--- config.mk ---
export PLATFORM = sky130hd
export DESIGN_NAME = result_sink
export DESIGN_NICKNAME = d
export VERILOG_FILES = /design/src/rtl/result_sink.sv
export SDC_FILE = /design/constraint.sdc
export NUM_CORES = 1
export LEC_CHECK = 0
export BUFFER_PORTS_ARGS = -buffer_cell sky130_fd_sc_hd__buf_2
export CORE_MARGIN = 3
export CORE_UTILIZATION = 55
export CTS_CLUSTER_SIZE = 25
export DETAILED_ROUTE_END_ITERATION = 8
export PLACE_DENSITY = 0.75
export SYNTH_ARGS = -nofsm -noshare
export SYNTH_HDL_FRONTEND = slang
export SYNTH_SLANG_ARGS = --single-unit
--- constraint.sdc ---
create_clock -name clk -period 3.42 [get_ports clk]
set_input_delay 1.026 -clock clk [delete_from_list [all_inputs] [get_ports clk]]
set_output_delay 1.026 -clock clk [all_outputs]
set_load 0.01 [all_outputs]
--- src/rtl/result_sink.sv ---
// result_sink: receive end of the accelerator write interface.
// Buffers results in a FIFO and reports batch boundaries.
module result_sink #(
    parameter int DATA_W = 21,
    parameter int DEPTH  = 16,
    parameter int CNT_W  = 5
) (
    input  logic              clk,
    input  logic              rst,
    input  logic              wrReq,
    input  logic [DATA_W-1:0] wrData,
    input  logic              wDone,
    input  logic              rdReq,
    input  logic              clrErr,
    output logic [DATA_W-1:0] rdData,
    output logic              rdValid,
    output logic              empty,
    output logic              full,
    output logic [CNT_W-1:0]  count,
    output logic              batchDone,
    output logic [CNT_W-1:0]  batchCount,
    output logic              overflow
);

    localparam int AW = $clog2(DEPTH);

    typedef enum logic {
        IDLE,
        COLLECT
    } state_t;

    logic [DATA_W-1:0] mem [DEPTH];
    logic [AW-1:0]     wrPtr;
    logic [AW-1:0]     rdPtr;
    logic [CNT_W-1:0]  batchCnt;
    state_t            state;

    logic doRd;
    logic doWr;
    logic drop;

    assign empty = (count == '0);
    assign full  = (count == CNT_W'(DEPTH));

    // A pop frees the slot, so a write on full is still taken alongside it.
    assign doRd = rdReq && !empty;
    assign doWr = wrReq && (!full || doRd);
    assign drop = wrReq && full && !doRd;

    always_ff @(posedge clk) begin
        if (doWr) begin
            mem[wrPtr] <= wrData;
        end
    end

    always_ff @(posedge clk) begin
        if (rst) begin
            wrPtr   <= '0;
            rdPtr   <= '0;
            count   <= '0;
            rdData  <= '0;
            rdValid <= 1'b0;
        end else begin
            rdValid <= doRd;
            if (doRd) begin
                rdData <= mem[rdPtr];
                rdPtr  <= rdPtr + 1'b1;
            end
            if (doWr) begin
                wrPtr <= wrPtr + 1'b1;
            end
            unique case ({doWr, doRd})
                2'b10:   count <= count + 1'b1;
                2'b01:   count <= count - 1'b1;
                default: count <= count;
            endcase
        end
    end

    always_ff @(posedge clk) begin
        if (rst) begin
            overflow <= 1'b0;
        end else if (drop) begin
            overflow <= 1'b1;
        end else if (clrErr) begin
            overflow <= 1'b0;
        end
    end

    // A word arriving with wDone closes into the finishing batch.
    always_ff @(posedge clk) begin
        if (rst) begin
            state      <= IDLE;
            batchCnt   <= '0;
            batchDone  <= 1'b0;
            batchCount <= '0;
        end else begin
            batchDone <= 1'b0;
            if (wDone) begin
                batchDone  <= 1'b1;
                batchCount <= batchCnt + CNT_W'(doWr);
                batchCnt   <= '0;
                state      <= IDLE;
            end else begin
                unique case (state)
                    IDLE: begin
                        if (doWr) begin
                            batchCnt <= CNT_W'(1);
                            state    <= COLLECT;
                        end
                    end
                    COLLECT: begin
                        if (doWr) begin
                            batchCnt <= batchCnt + 1'b1;
                        end
                    end
                    default: begin
                        state    <= IDLE;
                        batchCnt <= '0;
                    end
                endcase
            end
        end
    end

endmodule

# --- Word level (Yosys, flattened, before mapping) ---
# Memory sizes are Yosys's and may differ from the RTL's. A register that Yosys moved wholly into a read port is not among the register bits.
# Index checks and enable logic that the tools add are counted.
totals:
  regBits: 27
  latchBits: 0
  ramBits: 336
  mem_bits_ro: 0
  inputBits: 27
  output_inout_bits: 36
  wordCells: 45
  mem_count: 1
classes:
  add_sub_neg: 6
  n_mul: 0
  div: 0
  magnitude_cmp: 0
  eq_ne: 5
  shift: 0
  n_mux: 10
  n_bitwise: 1
  reduce_logical: 13
memory_table:
  columns: ["name", "words", "width", "read_ports", "rd_ports_with_merged_regs", "wr", "line_no", "rtl"]
  rows:
  - ["mem", 16, 21, 1, 1, 1, "32", "logic [DATA_W-1:0] mem [DEPTH];"]
ops:
  columns: ["op", "count"]
  rows:
  - ["case mux 5 bit (2 select lines)", 2]
  - ["adder 5 x 1 -> 5 bit (second input constant)", 2]
  - ["2-to-1 mux 5 bit", 2]
  - ["adder 4 x 1 -> 4 bit (second input constant)", 2]
  - ["2-to-1 mux 1 bit", 6]
  - ["adder 5 x 1 -> 5 bit", 1]
  - ["equality test 5 bit (second input constant)", 1]
  - ["zero test 5 bit", 1]
  - ["subtractor 5 x 1 -> 5 bit (second input constant)", 1]
  - ["logical AND 1 bit", 4]
  - ["nonzero test 2 bit", 2]
  - ["zero test 1 bit", 3]
  - ["equality test 2 x 1 -> 1 bit (second input constant)", 1]
  - ["equality test 2 bit (second input constant)", 1]
  - ["inequality test 2 x 1 -> 1 bit (second input constant)", 1]
  - ["inequality test 2 bit (second input constant)", 1]
  - ["AND reduction 2 bit", 1]
  - ["OR reduction 2 bit", 1]
  - ["logical OR 1 bit", 1]
  - ["NOT 1 bit", 1]

# --- Depth between registers and ports, before layout ---
logic_depth:
  word_depth: 7
  ltp_mapped: 9
  mapped_depth_nobuf: 9

# --- Least setup slack after synthesis ---
# Ideal clock, no wire load.
synth_path:
  path_kind: "input-to-reg"
  from: "in rdReq"
  to: "mem mem[0][0] (enable)"
  setup_ns: 0.425
  t_arrival_ns: 3.045
  t_required_ns: 2.995
  slack_ns: -0.051
  stages: 5
  n_path_buf: 2
  cell_sequence: "clkbuf_4 > o31a_4 > buf_6 > nand2_1 > nor3_1"
synth_between:
  elab_chain_cells: 5
synth_rtl:
  columns: ["element", "line_no", "rtl"]
  rows:
  - ["start, declared", "13", "input logic rdReq,"]
  - ["logical AND 1 bit", "46", "assign doRd = rdReq && !empty;"]
  - ["logical OR 1 bit", "47", "assign doWr = wrReq && (!full || doRd);"]
  - ["logical AND 1 bit", "47", null]
  - ["via doWr", "39", "logic doWr;"]
  - ["2-to-1 mux 1 bit", "51", "if (doWr) begin"]
  - ["2-to-1 mux 1 bit (not written as such)", "52", "mem[wrPtr] <= wrData;"]
  - ["end, declared", "32", null]
# The timed path passes the listed nets, and every way through them passes these cells.

# --- Final worst setup path ---
layout_path:
  from: "reg count[0]"
  to: "out full"
layout_between:
  elab_chain_cells: 1
layout_rtl:
  columns: ["element", "line_no", "rtl"]
  rows:
  - ["start, declared", "19", "output logic [CNT_W-1:0] count,"]
  - ["start signal, assigned", "73", "2'b10: count <= count + 1'b1;"]
  - ["start signal, assigned", "74", "2'b01: count <= count - 1'b1;"]
  - ["start signal, assigned", "75", "default: count <= count;"]
  - ["equality test 5 bit", "43", "assign full = (count == CNT_W'(DEPTH));"]
  - ["end, declared", "18", "output logic full,"]
# Every way passes these cells.

==> impl_metrics.toml <==
[outcome]
outcome = "complete, no violations"

[floorplan]
dieArea_mm2 = 0.02897
fp-row-count = 59
die_h_um = 170.2
ios = 63
core-area_mm2 = 0.02628
start_util_pct = 56.42
fp.dieW_um = 170.2

[global_route]
grt_max_degree = 50
grt_pass1_wl_um = 47690
grt_usage_pct = 22.32
antenna_found_initial = 1
grt_pass1_vias = 7707
overflow = 0

[setup_path]
r2r-end = "mem[13][20]"
cp-end-kind = "output port"
cp_max_fo = 9
startpoint_type = "flop"
critical_path_arrival_ns = 2.00
reg2reg_from = "count[0]"
critical_path_class = "flop to output port"
cp.required_ns = 2.39
setup.reg_to_reg.worst_slack_ns = 0.70
reg2reg_depth = 5

[timing]
slew_violations = 0
rsz0062_at_grt = "no"
setup_ws_ns = 0.3962
finalHoldViolCount = 0
fin_crit_sh_pct = 88.42
finClkSkew_ns = 0.01045
worstMarginPinSlew_ns = 0.8726
setup_tns_ns = 0
setup_viol = 0
max_freq_mhz = 330.7
maxSlewHeadroom_pct = 41.65
fin_crit_ns = 3.024

[route]
dr.pass1.iters = 5
via_per_inst = 6.227
drt-total-wl_um = 31750
drtAntennaViolNets = 0
drtIter0Drc = 860
drc = 0
vias = 7753
wl_per_cell_um = 25.50

[yosys]
ys_warn_count = 0
syn_area_per_cell_um2 = 18.60
syn_nets = 836
synth-seq-cells = 384
ys_types = 51
synth_area_mm2 = 0.01483
seq_area_frac_synth_pct = 74.53
synth_top_flop_cell = "edfxtp_1"
netlist_instances = 797
async_flop_share_pct = 0
synth_edf_count = 336

[hold_path]
holdPathStages = 2
hold_start = "overflow"
hp-class = "flop to flop"
whs_endpoint = "overflow"

[job]
max_cap_viol_count = 0

[pwr]
peakVddDrop_uv = 516.3
power_density_mw_per_mm2 = 688.8
p_leak_nw = 5.433

[clock_tree]
cts_resized = 0
worst_skew_pair.late_latency_ns = 0.52
cts_root_buf = "clkbuf_16"
cts_tree = "done"
clockBufferDepth = 3
cts-htree-levels = 2
cts_hold_buf = 0
clkSinkCount = 384
post_cts_buffers = 0
clkTransAtPathRegs_ns = 0.06
cts_buffers = 38

[placed_design]
place_congestion = 0.7840
dp_hpwl_um = 17010
pre_cts_slack_ns = 0.2935
port_buffers = 62

[cells_and_area]
finish.net_count = 918
area_growth_pct = 13.88
drive_gt1_share_pct = 25.88
layout_common_cells = "edfxtp_1 (336), mux4_2 (63), buf_2 (62), mux2i_1 (48), dfxtp_1 (46)"
final_core_util_pct = 64.25
final_common_cell = "edfxtp_1"
-- through the flow --
step | power (mW) | cell area (um^2) | hold WS, ns | cells
after detailed placement | 7.585 | 15640 | 0.4619 | 1174
after CTS | 11.72 | 16880 | 0.4721 | 1243
final | 11.63 | 16890 | 0.4719 | 1245
after global routing | 12.04 | 16880 | 0.4879 | 1243
after global placement | 7.545 | 15640 | 0.4557 | 1174
after floorplan | 6.989 | 14840 | 0.4628 | 797
-- power by group --
| group | internal [mW] | total (mW) | switching (mW) |
|---|---|---|---|
| logic | 0.874 | 1.92 | 1.04 |
| clock network | 2.49 | 4.14 | 1.65 |
| registers | 5.35 | 5.58 | 0.227 |
| total | 8.71 | 11.6 | 2.92 |
-- cells by family (layout without fill, tap and decap cells) --
logic type / count (synthesis) / after routing / share of synthesized area [%]
compound gates: 111 / 111 / 5.409
xor+xnor: 9 / 9 / 0.5316
fa+ha+maj: 12 / 12 / 1.063
buf+inv: 56 / 167 / 1.848
flops: 384 / 384 / 74.53
mux: 115 / 115 / 13.11
other cells: 0 / 2 / 0
simple gates: 110 / 110 / 3.510
-- Yosys cell counts, types with 2 or more instances --
| cell | count | area share [%] |
|---|---|---|
| a211oi_1 | 3 | 0.15 |
| a21oi_1 | 27 | 0.91 |
| a22oi_1 | 21 | 1.1 |
| a311oi_1 | 21 | 1.2 |
| a31oi_1 | 2 | 0.084 |
| a32o_1 | 3 | 0.20 |
| and3_1 | 2 | 0.084 |
| buf_1 | 2 | 0.051 |
| buf_2 | 18 | 0.61 |
| buf_4 | 2 | 0.10 |
| buf_6 | 4 | 0.30 |
| clkbuf_1 | 21 | 0.53 |
| dfxtp_1 | 48 | 6.5 |
| edfxtp_1 | 336 | 68 |
| ha_1 | 11 | 0.93 |
| inv_1 | 8 | 0.20 |
| mux2_2 | 4 | 0.30 |
| mux2i_1 | 48 | 3.2 |
| mux4_2 | 63 | 9.6 |
| nand2_1 | 11 | 0.28 |
| nand2b_1 | 10 | 0.42 |
| nand3_1 | 7 | 0.24 |
| nand3b_1 | 3 | 0.15 |
| nor2_1 | 57 | 1.4 |
| nor2b_1 | 4 | 0.17 |
| nor3_1 | 6 | 0.20 |
| o21ai_0 | 4 | 0.14 |
| o22ai_1 | 21 | 0.89 |
| xnor2_1 | 3 | 0.18 |
| xor2_1 | 6 | 0.35 |
-- flip-flops by register name, indices dropped and copies added (netlist names) --
| register | count |
|---|---|
| overflow | 1 |
| mem | 336 |
| batchCnt | 5 |
| rdData | 21 |
| batchCount | 5 |
| state | 1 |
| rdPtr | 4 |
| rdValid | 1 |
| batchDone | 1 |
| count | 5 |
| wrPtr | 4 |
-- worst max-delay path: stages (launching register included) --
cell and delay, ns:
dfxtp_1 0.35, or4_1 0.76, nor2_1 0.21, buf_2 0.16
-- metal layers --
layer,GRT usage [%],vias up,wire [um]
li1,-,3396,-
met1,32.16,3931,13020
met2,35.40,360,15460
met3,3.670,66,2429
met4,7.619,0,833
met5,0,-,0
-- worst max-delay path by stage --
stage                         from  endpoint  slack (ns)
after global routing      count[0]      full        0.32
after detailed placement     rdReq  count[4]        0.29
final                     count[0]      full        0.40
after floorplan              rdReq  count[4]        0.18
after global placement       rdReq  count[4]        0.35
after CTS                 count[0]      full        0.37
-- cell type report --
cell class | instances | area, um^2
antenna | 2 | 5.005
clock buffer | 49 | 1023
clock inverter | 20 | 216.5
fill | 1798 | 9394
inverter | 8 | 30.03
multi-input combinational | 357 | 3588
sequential | 384 | 11060
tap | 335 | 419.2
timing repair buffer | 90 | 545.5
Note: power is estimated with default switching activity, not from simulation.
